<file path="src/rtl/mul_pkg.sv">
// mul_pkg: shared widths, operand pair type and pointer-width helper for mul and its feeder
//   DATA_WIDTH / RES_WIDTH / PART_DATA_WIDTH : default operand, result and partial-product widths
//   mul_operands_t                           : {a, b} operand pair as seen by mul
//   FEEDER_DEPTH / FEEDER_PTR_WIDTH          : default feeder depth and its pointer width
package mul_pkg;
  localparam int DATA_WIDTH = 32;
  localparam int RES_WIDTH = 64;
  localparam int PART_DATA_WIDTH = 8;
  localparam int FEEDER_DEPTH = 4;
  typedef struct packed {
    logic [DATA_WIDTH-1:0] a;
    logic [DATA_WIDTH-1:0] b;
  } mul_operands_t;
  function automatic int ptr_width(input int depth);
    return $clog2(depth);
  endfunction
  localparam int FEEDER_PTR_WIDTH = ptr_width(FEEDER_DEPTH);
endpackage

</file>
<file path="src/rtl/mul_feeder_fifo.sv">
// mul_feeder_fifo: circular-buffer storage with read/write pointers and occupancy count
//   clk, reset (async, active-low)
//   push_i/wdata_i : write wdata_i at the tail (caller guarantees !full_o)
//   pop_i          : retire the head entry (caller guarantees !empty_o)
//   rdata_o        : head entry; count_o/full_o/empty_o : occupancy status
module mul_feeder_fifo
  import mul_pkg::*;
#(
  parameter int WIDTH = 2 * DATA_WIDTH,
  parameter int DEPTH = FEEDER_DEPTH,
  localparam int PW = ptr_width(DEPTH),
  localparam int CW = PW + 1
) (
  input  logic             clk,
  input  logic             reset,
  input  logic             push_i,
  input  logic             pop_i,
  input  logic [WIDTH-1:0] wdata_i,
  output logic [WIDTH-1:0] rdata_o,
  output logic [CW-1:0]    count_o,
  output logic             full_o,
  output logic             empty_o
);
  logic [WIDTH-1:0] mem_q [DEPTH];
  logic [PW-1:0] wr_ptr_q, wr_ptr_d, rd_ptr_q, rd_ptr_d;
  logic [CW-1:0] count_q, count_d;
  always_comb begin
    wr_ptr_d = push_i ? wr_ptr_q + PW'(1) : wr_ptr_q;
    rd_ptr_d = pop_i ? rd_ptr_q + PW'(1) : rd_ptr_q;
    count_d = count_q + CW'(push_i) - CW'(pop_i);
  end
  always_ff @(posedge clk or negedge reset) begin
    if (!reset) begin
      wr_ptr_q <= '0;
      rd_ptr_q <= '0;
      count_q <= '0;
    end else begin
      wr_ptr_q <= wr_ptr_d;
      rd_ptr_q <= rd_ptr_d;
      count_q <= count_d;
    end
  end
  // storage is deliberately left out of reset; occupancy alone decides what is valid
  always_ff @(posedge clk) begin
    if (push_i) mem_q[wr_ptr_q] <= wdata_i;
  end
  assign rdata_o = mem_q[rd_ptr_q];
  assign count_o = count_q;
  assign full_o = count_q == CW'(DEPTH);
  assign empty_o = count_q == '0;
endmodule

</file>
<file path="src/rtl/mul_feeder.sv">
// mul_feeder: operand-pair FIFO feeding the mul write port so producers never stall on mul busy
//   clk, reset (async, active-low)
//   in_valid/in_a/in_b/in_ready : producer handshake (in_ready = !full)
//   wr_ready/wr_en/wr_data_1/wr_data_2 : mul write port; data is zero whenever wr_en is low
//   count : occupied entries; overflow : sticky, set by an offer while full
//   MUL_FEEDER_BYPASS_EN : when defined, an empty FIFO passes a pair straight to mul in the same cycle
module mul_feeder
  import mul_pkg::*;
#(
  parameter int DATA_WIDTH = mul_pkg::DATA_WIDTH,
  parameter int DEPTH = FEEDER_DEPTH
) (
  input  logic                        clk,
  input  logic                        reset,
  input  logic                        in_valid,
  input  logic [DATA_WIDTH-1:0]       in_a,
  input  logic [DATA_WIDTH-1:0]       in_b,
  output logic                        in_ready,
  input  logic                        wr_ready,
  output logic                        wr_en,
  output logic [DATA_WIDTH-1:0]       wr_data_1,
  output logic [DATA_WIDTH-1:0]       wr_data_2,
  output logic [ptr_width(DEPTH):0]   count,
  output logic                        overflow
);
  logic [2*DATA_WIDTH-1:0] head;
  logic full, empty, push, pop, overflow_q, overflow_d;
  mul_feeder_fifo #(.WIDTH(2 * DATA_WIDTH), .DEPTH(DEPTH)) u_fifo (
    .clk(clk),
    .reset(reset),
    .push_i(push),
    .pop_i(pop),
    .wdata_i({in_a, in_b}),
    .rdata_o(head),
    .count_o(count),
    .full_o(full),
    .empty_o(empty)
  );
  // registered-only: a same-cycle pop never reopens a full FIFO
  assign in_ready = !full;
`ifdef MUL_FEEDER_BYPASS_EN
  // an empty FIFO with mul ready forwards the offered pair instead of storing it
  always_comb begin
    wr_en = (!empty || in_valid) && wr_ready;
    {wr_data_1, wr_data_2} = !wr_en ? '0 : empty ? {in_a, in_b} : head;
    push = in_valid && in_ready && !(empty && wr_ready);
    pop = wr_en && !empty;
  end
`else
  always_comb begin
    wr_en = !empty && wr_ready;
    {wr_data_1, wr_data_2} = wr_en ? head : '0;
    push = in_valid && in_ready;
    pop = wr_en;
  end
`endif
  assign overflow_d = overflow_q || (in_valid && !in_ready);
  always_ff @(posedge clk or negedge reset) begin
    if (!reset) overflow_q <= 1'b0;
    else overflow_q <= overflow_d;
  end
  assign overflow = overflow_q;
endmodule

</file>
<file path="config.mk">
export PLATFORM = sky130hd
export DESIGN_NAME = mul_feeder
export DESIGN_NICKNAME = d
export VERILOG_FILES = /design/src/rtl/mul_pkg.sv /design/src/rtl/mul_feeder_fifo.sv /design/src/rtl/mul_feeder.sv
export SDC_FILE = /design/constraint.sdc
export NUM_CORES = 1
export LEC_CHECK = 0
export ABC_CLOCK_PERIOD_IN_PS = 3500
export CAP_MARGIN = 20
export CORE_MARGIN = 3
export CORE_UTILIZATION = 54
export CTS_CLUSTER_SIZE = 25
export DETAILED_ROUTE_END_ITERATION = 16
export PLACE_DENSITY = 0.79
export SLEW_MARGIN = 20
export SYNTH_ARGS = -nofsm -noshare
export SYNTH_HDL_FRONTEND = slang
export SYNTH_SLANG_ARGS = --single-unit
</file>
<file path="constraint.sdc">
create_clock -name clk -period 3.5 [get_ports clk]
set_input_delay 0.7 -clock clk [delete_from_list [all_inputs] [get_ports clk]]
set_output_delay 0.7 -clock clk [all_outputs]
set_load 0.01 [all_outputs]
</file>
Yosys cells after proc, flatten, opt, wreduce, memory -nomap -nowiden
Memories as Yosys holds them, arrays and structs flattened.
Cells that the tools add are included.
{"block": "classes", "addsub": 4, "eq_ne": 1, "n_mux": 3, "reduce_logical": 7}
{"op": "$mux W64", "n": 1}
{"op": "$add A2 B1 Y2 const B", "n": 2}
{"op": "$add A3 B1 Y3", "n": 1}
{"op": "$eq A3 B3 Y1 const B", "n": 1}
{"op": "$logic_and A1 B1 Y1", "n": 3}
{"op": "$logic_not A3 Y1", "n": 1}
{"op": "$sub A3 B1 Y3", "n": 1}
{"op": "$logic_not A1 Y1", "n": 2}
{"op": "$mux W1", "n": 2}
{"op": "$logic_or A1 B1 Y1", "n": 1}
{"block": "totals", "regBits": 8, "mem_bits_rw": 256, "out_inout_bits": 70, "wordCells": 20, "n_memories": 1}
{"name": "u_fifo.mem_q", "depth": 4, "word_bits": 64, "rd": 1, "rd_clocked_by_memory_dff": 0, "wr": 1, "line_no": "mul_feeder_fifo.sv:24", "text": "logic [WIDTH-1:0] mem_q [DEPTH];"}

Longest topological paths before layout
{"block": "logic_depth", "ltp_word": 5, "depth_mapped": 7, "ltp_nobuf": 6}

Cells and area by module
Synthesis repeated with hierarchy kept, for this count alone.
{"block": "hier_totals", "cells_unflattened": 451, "hier_area_um2": 10349.9}
{"mod": "mul_feeder_fifo", "instances": 1, "cells_each": 368, "area_per_inst_um2": 9619.2, "seq_area_each_um2": 7862.5}
{"mod": "mul_feeder", "instances": 1, "cells_each": 83, "area_per_inst_um2": 730.7, "seq_area_each_um2": 25.0}

Worst setup path before layout
Ideal clock, no wire load.
{"block": "synth_path", "path_kind": "input to register", "from": "input in_valid", "to": "memory u_fifo.mem_q[0][0] (netlist bit), enable pin", "setup_ns": 0.429, "arrival_time_ns": 2.576, "path_slack_ns": 0.495, "path_stages": 3, "n_path_buf": 1, "path_cell_list": "nor2b_1 -> clkbuf_1 -> and2_1"}
{"block": "synth_via", "elab_chain_len": 3}
{"element": "start: declaration", "line_no": "mul_feeder.sv:15", "text": "input logic in_valid,"}
{"element": "$logic_and A1 B1 Y1", "line_no": "mul_feeder.sv:53", "text": "push = in_valid && in_ready;"}
{"element": "named net push", "line_no": "mul_feeder.sv:27", "text": "logic full, empty, push, pop, overflow_q, overflow_d;"}
{"element": "$mux W1", "line_no": "mul_feeder_fifo.sv:45", "text": "if (push_i) mem_q[wr_ptr_q] <= wdata_i;"}
{"element": "$mux W1 (not written as such)", "line_no": "mul_feeder_fifo.sv:45"}
{"element": "end: declaration", "line_no": "mul_feeder_fifo.sv:24"}
The timed path passes the listed nets, and every way through them passes these cells.

Worst setup path after layout
{"block": "layout_path", "from": "register u_fifo.rd_ptr_q[0]", "to": "output wr_data_1[18]"}
{"block": "layout_via", "elab_chain_len": 2}
{"element": "start: declaration", "line_no": "mul_feeder_fifo.sv:25", "text": "logic [PW-1:0] wr_ptr_q, wr_ptr_d, rd_ptr_q, rd_ptr_d;"}
{"element": "start signal: assignment", "line_no": "mul_feeder_fifo.sv:39", "text": "rd_ptr_q <= rd_ptr_d;"}
{"element": "$mem_v2 Z4 W64"}
{"element": "$mux W64", "line_no": "mul_feeder.sv:52", "text": "{wr_data_1, wr_data_2} = wr_en ? head : '0;"}
{"element": "end: declaration", "line_no": "mul_feeder.sv:21", "text": "output logic [DATA_WIDTH-1:0] wr_data_1,"}
No other way between the ends.

==> results.sh <==
export IMPL_coreArea_um2=18100
export IMPL_end_kind="output port"
export IMPL_grt_max_degree=69
export IMPL_worstPathMaxFanout=25
export IMPL_holdBufCountCts=0
export IMPL_share_seq_of_total_power=0.430
export IMPL_ir_worst_vdd_mv=0.503
export IMPL_use_met3=0.0412
export IMPL_drtIter0Drc=263
export IMPL_utilization=0.699
export IMPL_io_buffers=137
export IMPL_antenna_found_initial=0
export IMPL_min_period_ns=3.32
export IMPL_timing_final_ws_setup_ns=0.180
export IMPL_drive_above_1_share=0.194
export IMPL_top_usage_layer="met2"
export IMPL_design_area_um2=12700
export IMPL_fin_cells=848
export IMPL_die_h_um=143
export IMPL_yosysSeqAreaShare=0.781
export IMPL_setup_tns_ns=0
export IMPL_die_area_um2=20400
export IMPL_crit_chain="buf_4 > mux4_2 > and2_1 > clkdlybuf4s50_1"
export IMPL_synth_seq_cells=264
export IMPL_start_util=0.557
export IMPL_vias_per_cell=5.61
export IMPL_vias=4759
export IMPL_clock_path_buffers=3
export IMPL_power_switching_mw=2.72
export IMPL_numCtsBuffers=26
export IMPL_placedCellCount=802
export IMPL_internal_power_mw=7.56
export IMPL_outcome="finished, final reports clean"
export IMPL_antenna_cells=0
export IMPL_cts_sinks=264
export IMPL_pre_cts_ws_ns=0.429
export IMPL_root_buffer="clkbuf_16"
export IMPL_grt_pass1_vias=5118
export IMPL_crit_path_max_incr_delay_ns=0.61
export IMPL_grt_pass1_wl_mm=28.4
export IMPL_clock_latency_ns=0.51
export IMPL_globalplace_congestion=0.751
export IMPL_maxSlewViolCount=0
export IMPL_worst_pin_slew_ns=0.521
export IMPL_ant_nets=0
export IMPL_min_period_over_period=0.949
export IMPL_finalNetCount=676
export IMPL_skew_ns=0.00896
export IMPL_crit_path_start_kind="flip-flop"
export IMPL_cp_slowest_cell="mux4_2"
export IMPL_hold_viol=0
export IMPL_relSlewSlack=0.652
export IMPL_combPwrFrac=0.308
export IMPL_synthCells=443
export IMPL_drt_pre_antenna_iters=4
export IMPL_syn_nets=518
export IMPL_netlist_area_um2=10100
export IMPL_maxCapViolCount=0
export IMPL_drc=0
export IMPL_fmax_mhz=301
export IMPL_wl_per_cell_um=21.3
export IMPL_critPathArrivalTime_ns=2.62
export IMPL_post_cts_resized=0
export IMPL_post_cts_setup_buffers=0
export IMPL_cts_htree_levels=1
export IMPL_tritoncts="yes"
export IMPL_ys_types=19
export IMPL_p_leak_nw=4.17
export IMPL_crit_buf_inv=2
export IMPL_grt_overflow=0
export IMPL_path_clk_slew_ns=0.06
export IMPL_p_total_mw=10.3
export IMPL_std_cell_rows=49
export IMPL_drt_total_wl_mm=18.1
export IMPL_yosys_warnings=0
export IMPL_grt_util_met1=0.245
export IMPL_grt_total_usage=0.180
export IMPL_syn_to_final_growth_pct=25.5
export IMPL_switching_share=0.264
export IMPL_hpwl_mm=10.9
export IMPL_postPlaceCellArea_um2=11800
export IMPL_use_met2=0.296
export IMPL_holdWs_ns=0.464
export IMPL_dieWidth_um=143
export IMPL_n_fill_cell=1110
export IMPL_setup_viol=0
export IMPL_cp_data_required_time_ns=2.80
export IMPL_pin_count=138
export IMPL_worstHoldPathType="in -> async"
export IMPL_clkPwrFrac=0.262
export IMPL_rsz0062_at_grt="false"
export IMPL_synth_area_per_cell_um2=22.8
export IMPL_crit_type="reg -> out"
export IMPL_powerDensity_nw_per_um2=811
export IMPL_crit_family="buffers and inverters"
routing by layer:
layer  share of wire  wire length (um)
met1            0.41              7320
met2            0.51              9270
met3           0.058              1040
met4           0.024               433
met5               0                 0
sequential cells by signal, indices dropped and copies added (netlist names):
name,cells
u_fifo.wr_ptr_q,2
overflow,1
u_fifo.rd_ptr_q,2
u_fifo.count_o,3
u_fifo.mem_q,256
cell usage after synthesis:
master	number	area share
edfxtp_1	256	0.76
and2_1	68	0.042
mux4_2	64	0.14
clkbuf_1	8	0.0030
dfrtp_1	8	0.020
buf_2	7	0.0035
inv_1	7	0.0026
ha_1	6	0.0074
buf_6	5	0.0056
xnor2_1	3	0.0026
buf_4	2	0.0015
xor2_1	2	0.0017
a21o_1	1	0.00074
fa_1	1	0.0020
mux2_1	1	0.0011
nand2_1	1	0.00037
nor2b_1	1	0.00062
nor3b_1	1	0.00074
o31a_1	1	0.00087
final timing paths:
check / start / to / slack [ns] / cells past startpoint
worst max-delay path: u_fifo.rd_ptr_q[0] / wr_data_1[18] / 0.18 / 4
worst min-delay path: reset / u_fifo.count_o[0] / 0.46 / 1
worst max register to register: u_fifo.count_o[1] / u_fifo.count_o[2] / 1.31 / 7
worst min register to register: overflow / overflow / 0.47 / 1
max in group asynchronous: reset / u_fifo.rd_ptr_q[0] / 2.74 / 1
min in group clk: overflow / overflow / 0.47 / 1
placed cells by master, fill, tap and decap left out:
cell type | netlist | final
clkinv_1 | 0 | 6
bufinv_16 | 0 | 3
dfrtp_1 | 8 | 6
ha_1 | 6 | 6
nor2b_1 | 1 | 1
clkinvlp_4 | 0 | 2
a21o_1 | 1 | 1
and2_4 | 0 | 4
clkbuf_1 | 8 | 6
dfrtp_4 | 0 | 2
fa_1 | 1 | 1
xor2_1 | 2 | 2
clkinv_2 | 0 | 2
and2_1 | 68 | 64
buf_4 | 2 | 8
o31a_2 | 0 | 1
mux2_1 | 1 | 1
nand2_1 | 1 | 1
clkdlybuf4s50_1 | 0 | 137
xnor2_1 | 3 | 3
nor3b_1 | 1 | 1
edfxtp_1 | 256 | 256
buf_12 | 0 | 7
inv_1 | 7 | 7
clkbuf_16 | 0 | 27
mux4_2 | 64 | 64
area by class of cell:
type	instances	area (um2)	share of cell area
clock inverters	13	138	0.0109
repair buffers	152	1570	0.124
well taps	229	287	0.0226
inverters	7	26.3	0.00207
multi-input cells	150	2060	0.163
clock buffers	33	698	0.0551
flip-flops and latches	264	7900	0.623
power by group through the flow:
| stage | registers (mW) | clock network [mW] | logic, mW |
|---|---|---|---|
| floorplan | 4.40 | 0 | 1.98 |
| global placement | 4.43 | 0 | 3.21 |
| detailed placement | 4.49 | 0 | 3.24 |
| CTS | 4.43 | 2.75 | 3.26 |
| global route | 4.47 | 2.86 | 3.45 |
| finish | 4.42 | 2.70 | 3.17 |
kinds of logic (layout without fill, tap and decap cells):
kind of cell,count (synthesis),count (layout),synth area share
compound gates,2,2,0.00161
xor+xnor,5,5,0.00434
fa+ha+maj,7,7,0.00941
buf+inv,29,205,0.0161
flops,264,264,0.781
mux,65,65,0.144
simple gates,71,71,0.0439
No activity file was read; power rests on OpenSTA's default activity.
==> RTL edit 1, RTL diff (config.mk and constraints unchanged) <==
The option `MUL_FEEDER_BYPASS_EN` is turned on by a define.
--- a/src/rtl/mul_feeder.sv
+++ b/src/rtl/mul_feeder.sv
@@ -6,2 +6,4 @@
 //   MUL_FEEDER_BYPASS_EN : when defined, an empty FIFO passes a pair straight to mul in the same cycle
+`define MUL_FEEDER_BYPASS_EN
+
 module mul_feeder
Check against the original RTL: not equivalent (Yosys sat finds a counterexample within 4 cycles, from zero or initial values and one cycle with reset low).
==> RTL edit 1 against the unedited design <==
Design area up 2.1%; critical path depth increased by 1; total power grew 2.6%; wire length grew 9.0%; synthesized area increased by 2.6%; worst setup slack improved by 0.015 ns; sequential cell count unchanged; clock skew grew 0.010 ns; largest cell class unchanged; critical path type is now in2out; maximum frequency up 0.45%.
==> RTL edit 1: results (changes against the unedited design) <==
Run status
  – Status: finished, final reports clean

Setup path
  – Worst-path maximum fanout: 64 (+160%)
  – Crit path to: wr_data_1[10]
  – RR Startpoint: u_fifo.count_o[2]$_DFF_PN0_
  – R2r setup slk: 1.05 ns (-0.26 ns)
  – Slowest stage delay, CP: 0.54 ns (-0.07 ns)
  – CP startpoint: wr_ready
  – Slowest CP cell: clkdlybuf4s50_1
  – Reg2reg path depth: 8 (+1)
  – Crit path DAT: 2.61 ns (about the same)
  – Crit Reg-Reg Endpoint: u_fifo.count_o[2]$_DFF_PN0_

Pwr
  – Logic pwr share: 33.4% (+2.6 points)
  – Internal Pwr Total: 7.651 mW (+1.1%)
  – Register share of total power: 41.9% (-1.1 points)
  – Leak: 4.328 nW (+3.8%)
  – VDD IR max: 501.9 uV (-0.19%)
  – Combinational power: 3.52 mW (+11%)

Logic synthesis
  – Syn_nets: 528 (+1.9%)
  – Register area share after synthesis: 76.10% (-2.0 points)
  – Post-synthesis cell type count: 23 (+4)
  – Mapped Cells: 453 (+2.3%)
  – Ranking of synthesized cells by area: edfxtp_1 74%, mux4_2 14%, a22o_1 5.4%
  – Commonest cells in the netlist: 256 x edfxtp_1, 64 x a22o_1, 63 x mux4_2
  – Yosys warns: 0 (unchanged)
  – Asr flop ratio synth: 3.030% (unchanged)
  – Ys flop type: edfxtp_1

Placement
  – Area after DPL: 12,100 um^2 (+2.1%)
  – Post-DP HPWL: 11,800 um (+8.7%)
  – Cells after DPL: 813 (+1.4%)
  – RePlAce Congestion: 0.7210 (-4.0%)
  – Pre-CTS setup slack: 0.2020 ns (-0.2272 ns)

Global route
  – Largest net degree at the start of global routing: 68 (-1.4%)
  – Met2 Use GR: 31.85% (+2.2 points)
  – Met1 GRT Util: 27.36% (+2.9 points)
  – Gr usage total: 19.04% (+1.1 points)
  – GR Layer Usage met3: 2.646% (-1.5 points)
  – Vias in the first global route: 5,497 (+7.4%)
  – First-pass GRT wire length: 30,800 um (+8.3%)
  – Initial antenna violation count: 0 (unchanged)

Detailed routing
  – Post-DR wirelength/cell: 22.75 um (+6.7%)
  – Routed wl met3: 1034 um (-0.86%)
  – Met2 WL: 10,150 um (+9.5%)
  – Vias: 5,112 (+7.4%)
  – WL met1: 8205 um (+12%)
  – 1st-iter DRT viols: 273 (+3.8%)

Layout
  – Layout cells sized above 1: 20.57% (+1.2 points)
  – Filler instances: 1,172 (+5.6%)
  – Post-route insts no fill: 866 (+2.1%)
  – Nets: 688 (+1.8%)
  – Max reg flops: 256 (unchanged)

Timing
  – Hold Worst Slack: 0.4648 ns (+0.0003990 ns)
  – Final Skew: 0.01945 ns (+0.01049 ns)
  – Min setup slack post-route: 0.1946 ns (+0.01483 ns)
  – Slew headroom: 67.12% (+1.9 points)

Clock tree
  – Clk Latency, worst-skew pair: 0.52 ns
[RTL edit 1: cell types whose count changed after synthesis, sizes merged, moves of 2 or more]
cell	change
and2	-64
a22o	+64
buf	+8
nor2	+2
[RTL edit 1: repair_timing]
action                                  CTS  global route
setup buffers                             0             6
hold endpoints to repair                  0             0
endpoints found under the setup margin    0            24
[RTL edit 1: cell type report]
type	instances	area [um^2]	share of cell area (%)
Multi-Input combinational cell	154	2256	17.42
Timing Repair Buffer	161	1677	12.95
Inverter	6	22.52	0.1739
Clock buffer	32	673.1	5.199
Sequential cell	264	7893	60.96
Tap cell	234	292.8	2.261
Clock inverter	15	133.9	1.034
[RTL edit 1: cells by family (layout without fill, tap and decap cells)]
group | after synthesis | in the layout | synth area share [%]
mux | 65 | 65 | 14.05
simple gates | 9 | 9 | 0.4829
xor+xnor | 5 | 5 | 0.4226
flops | 264 | 264 | 76.10
compound gates | 68 | 68 | 5.770
buf+inv | 35 | 214 | 2.257
fa+ha+maj | 7 | 7 | 0.9174
==> RTL edit 2, RTL diff (same settings) <==
Made on the original files. One comparison of `count_q` changes from == to >=.
--- a/src/rtl/mul_feeder_fifo.sv
+++ b/src/rtl/mul_feeder_fifo.sv
@@ -48,3 +48,3 @@
   assign count_o = count_q;
-  assign full_o = count_q == CW'(DEPTH);
+  assign full_o = count_q >= CW'(DEPTH);
   assign empty_o = count_q == '0;
Check against the original RTL: same outputs for any inputs over 4 cycles, from zero or initial values and one cycle with reset low; that may be too few to reach the edited logic, so the function may still have changed.
==> RTL edit 2 against the unedited design <==
Worst setup slack better by 0.012 ns; via count about the same; critical path depth unchanged; highest routed layer unchanged; wire length up 3.2%; total power down 3.7%; synthesized cell count down 0.23%; sequential cell count unchanged; synthesized area about the same; sequential share of layout area down 0.18 points; largest cell class unchanged; design area up 0.30%; combinational power down 7.3%.
==> RTL edit 2: results (changes against the unedited design) <==
Layout
  – Layout clock area frac: 6.859% (+0.27 points)
  – Layout cells sized above 1: 20.39% (+1.0 points)
  – Seq/total area: 62.09% (-0.18 points)
  – Non-clk buf share: 12.39% (about the same)
  – Final design utilization: 70.06% (+0.21 points)
  – Nets: 675 (-0.15%)
  – Clock buffers: 30 (-9.1%)
  – Filler instances: 1,100 (-0.90%)

Global route
  – Met1 GRT Util: 25.33% (+0.86 points)
  – Largest net degree at the start of global routing: 68 (-1.4%)
  – First-pass GRT wire length: 28,910 um (+1.6%)
  – Vias in the first global route: 5,173 (+1.1%)
  – Met2 Use GR: 31.40% (+1.8 points)
  – GR Layer Usage met3: 3.583% (-0.54 points)

Logic synthesis
  – Syn_nets: 517 (-0.19%)
  – XOR/XNOR Fraction of Synth Area: 0.4339% (about the same)
  – Multiplexer share of the synthesized area: 14.39% (about the same)
  – Post-synthesis adder-cell area fraction: 0.9422% (about the same)
  – Ranking of synthesized cells by area: edfxtp_1 76%, mux4_2 14%, and2_1 4.2%

Floorplan
  – Total die area: 20,370 um^2 (about the same)

Detailed routing
  – DRT Wirelength: 18,660 um (+3.2%)
  – WL met1: 7852 um (+7.2%)
  – Vias: 4,760 (+0.021%)
  – Met2 WL: 9546 um (+3.0%)
  – 1st-iter DRT viols: 280 (+6.5%)

Pwr
  – VDD IR max: 581.7 uV (+16%)
  – Internal Pwr Total: 7.328 mW (-3.1%)
  – Logic pwr share: 29.6% (-1.2 points)
  – Register share of total power: 42.3% (-0.7 points)
  – Leak: 4.173 nW (about the same)
  – Psw: 2.578 mW (-5.1%)

Run status
  – Status: finished, final reports clean

Setup path
  – Slowest stage delay, CP: 0.72 ns (+0.11 ns)
  – Worst-path maximum fanout: 27 (+8.0%)

Placement
  – Pre-CTS setup slack: 0.3634 ns (-0.06576 ns)
  – Cells after DPL: 801 (-0.12%)
-- RTL edit 2: cell count changes after synthesis, sizes merged --
cell	unedited run	this run
xor2	2	1
buf	14	13
nor3b	1	0
o311ai	0	1
clkbuf	8	9
xnor2	3	4
nand2	1	0
-- RTL edit 2: final timing paths --
path / end / slack, ns / cells after the start
setup / recovery: wr_data_1[23] / 0.19 / 4
hold / removal: u_fifo.count_o[0]$_DFF_PN0_ / 0.48 / 1
setup reg to reg: u_fifo.count_o[2]$_DFF_PN0_ / 1.08 / 9
hold reg to reg: overflow$_DFF_PN0_ / 0.49 / 1
max in group asynchronous: u_fifo.rd_ptr_q[1]$_DFFE_PN0P_ / 2.71 / 1
min in group clk: overflow$_DFF_PN0_ / 0.49 / 1
-- RTL edit 2: logic make-up after synthesis --
logic type               count (synthesis)
buffers and inverters                   29
XOR/XNOR                                 5
AND/OR/NAND/NOR                         69
AO/OA/AOI/OAI                            3
multiplexers                            65
flip-flops                             264
adder cells (fa/ha/maj)                  7
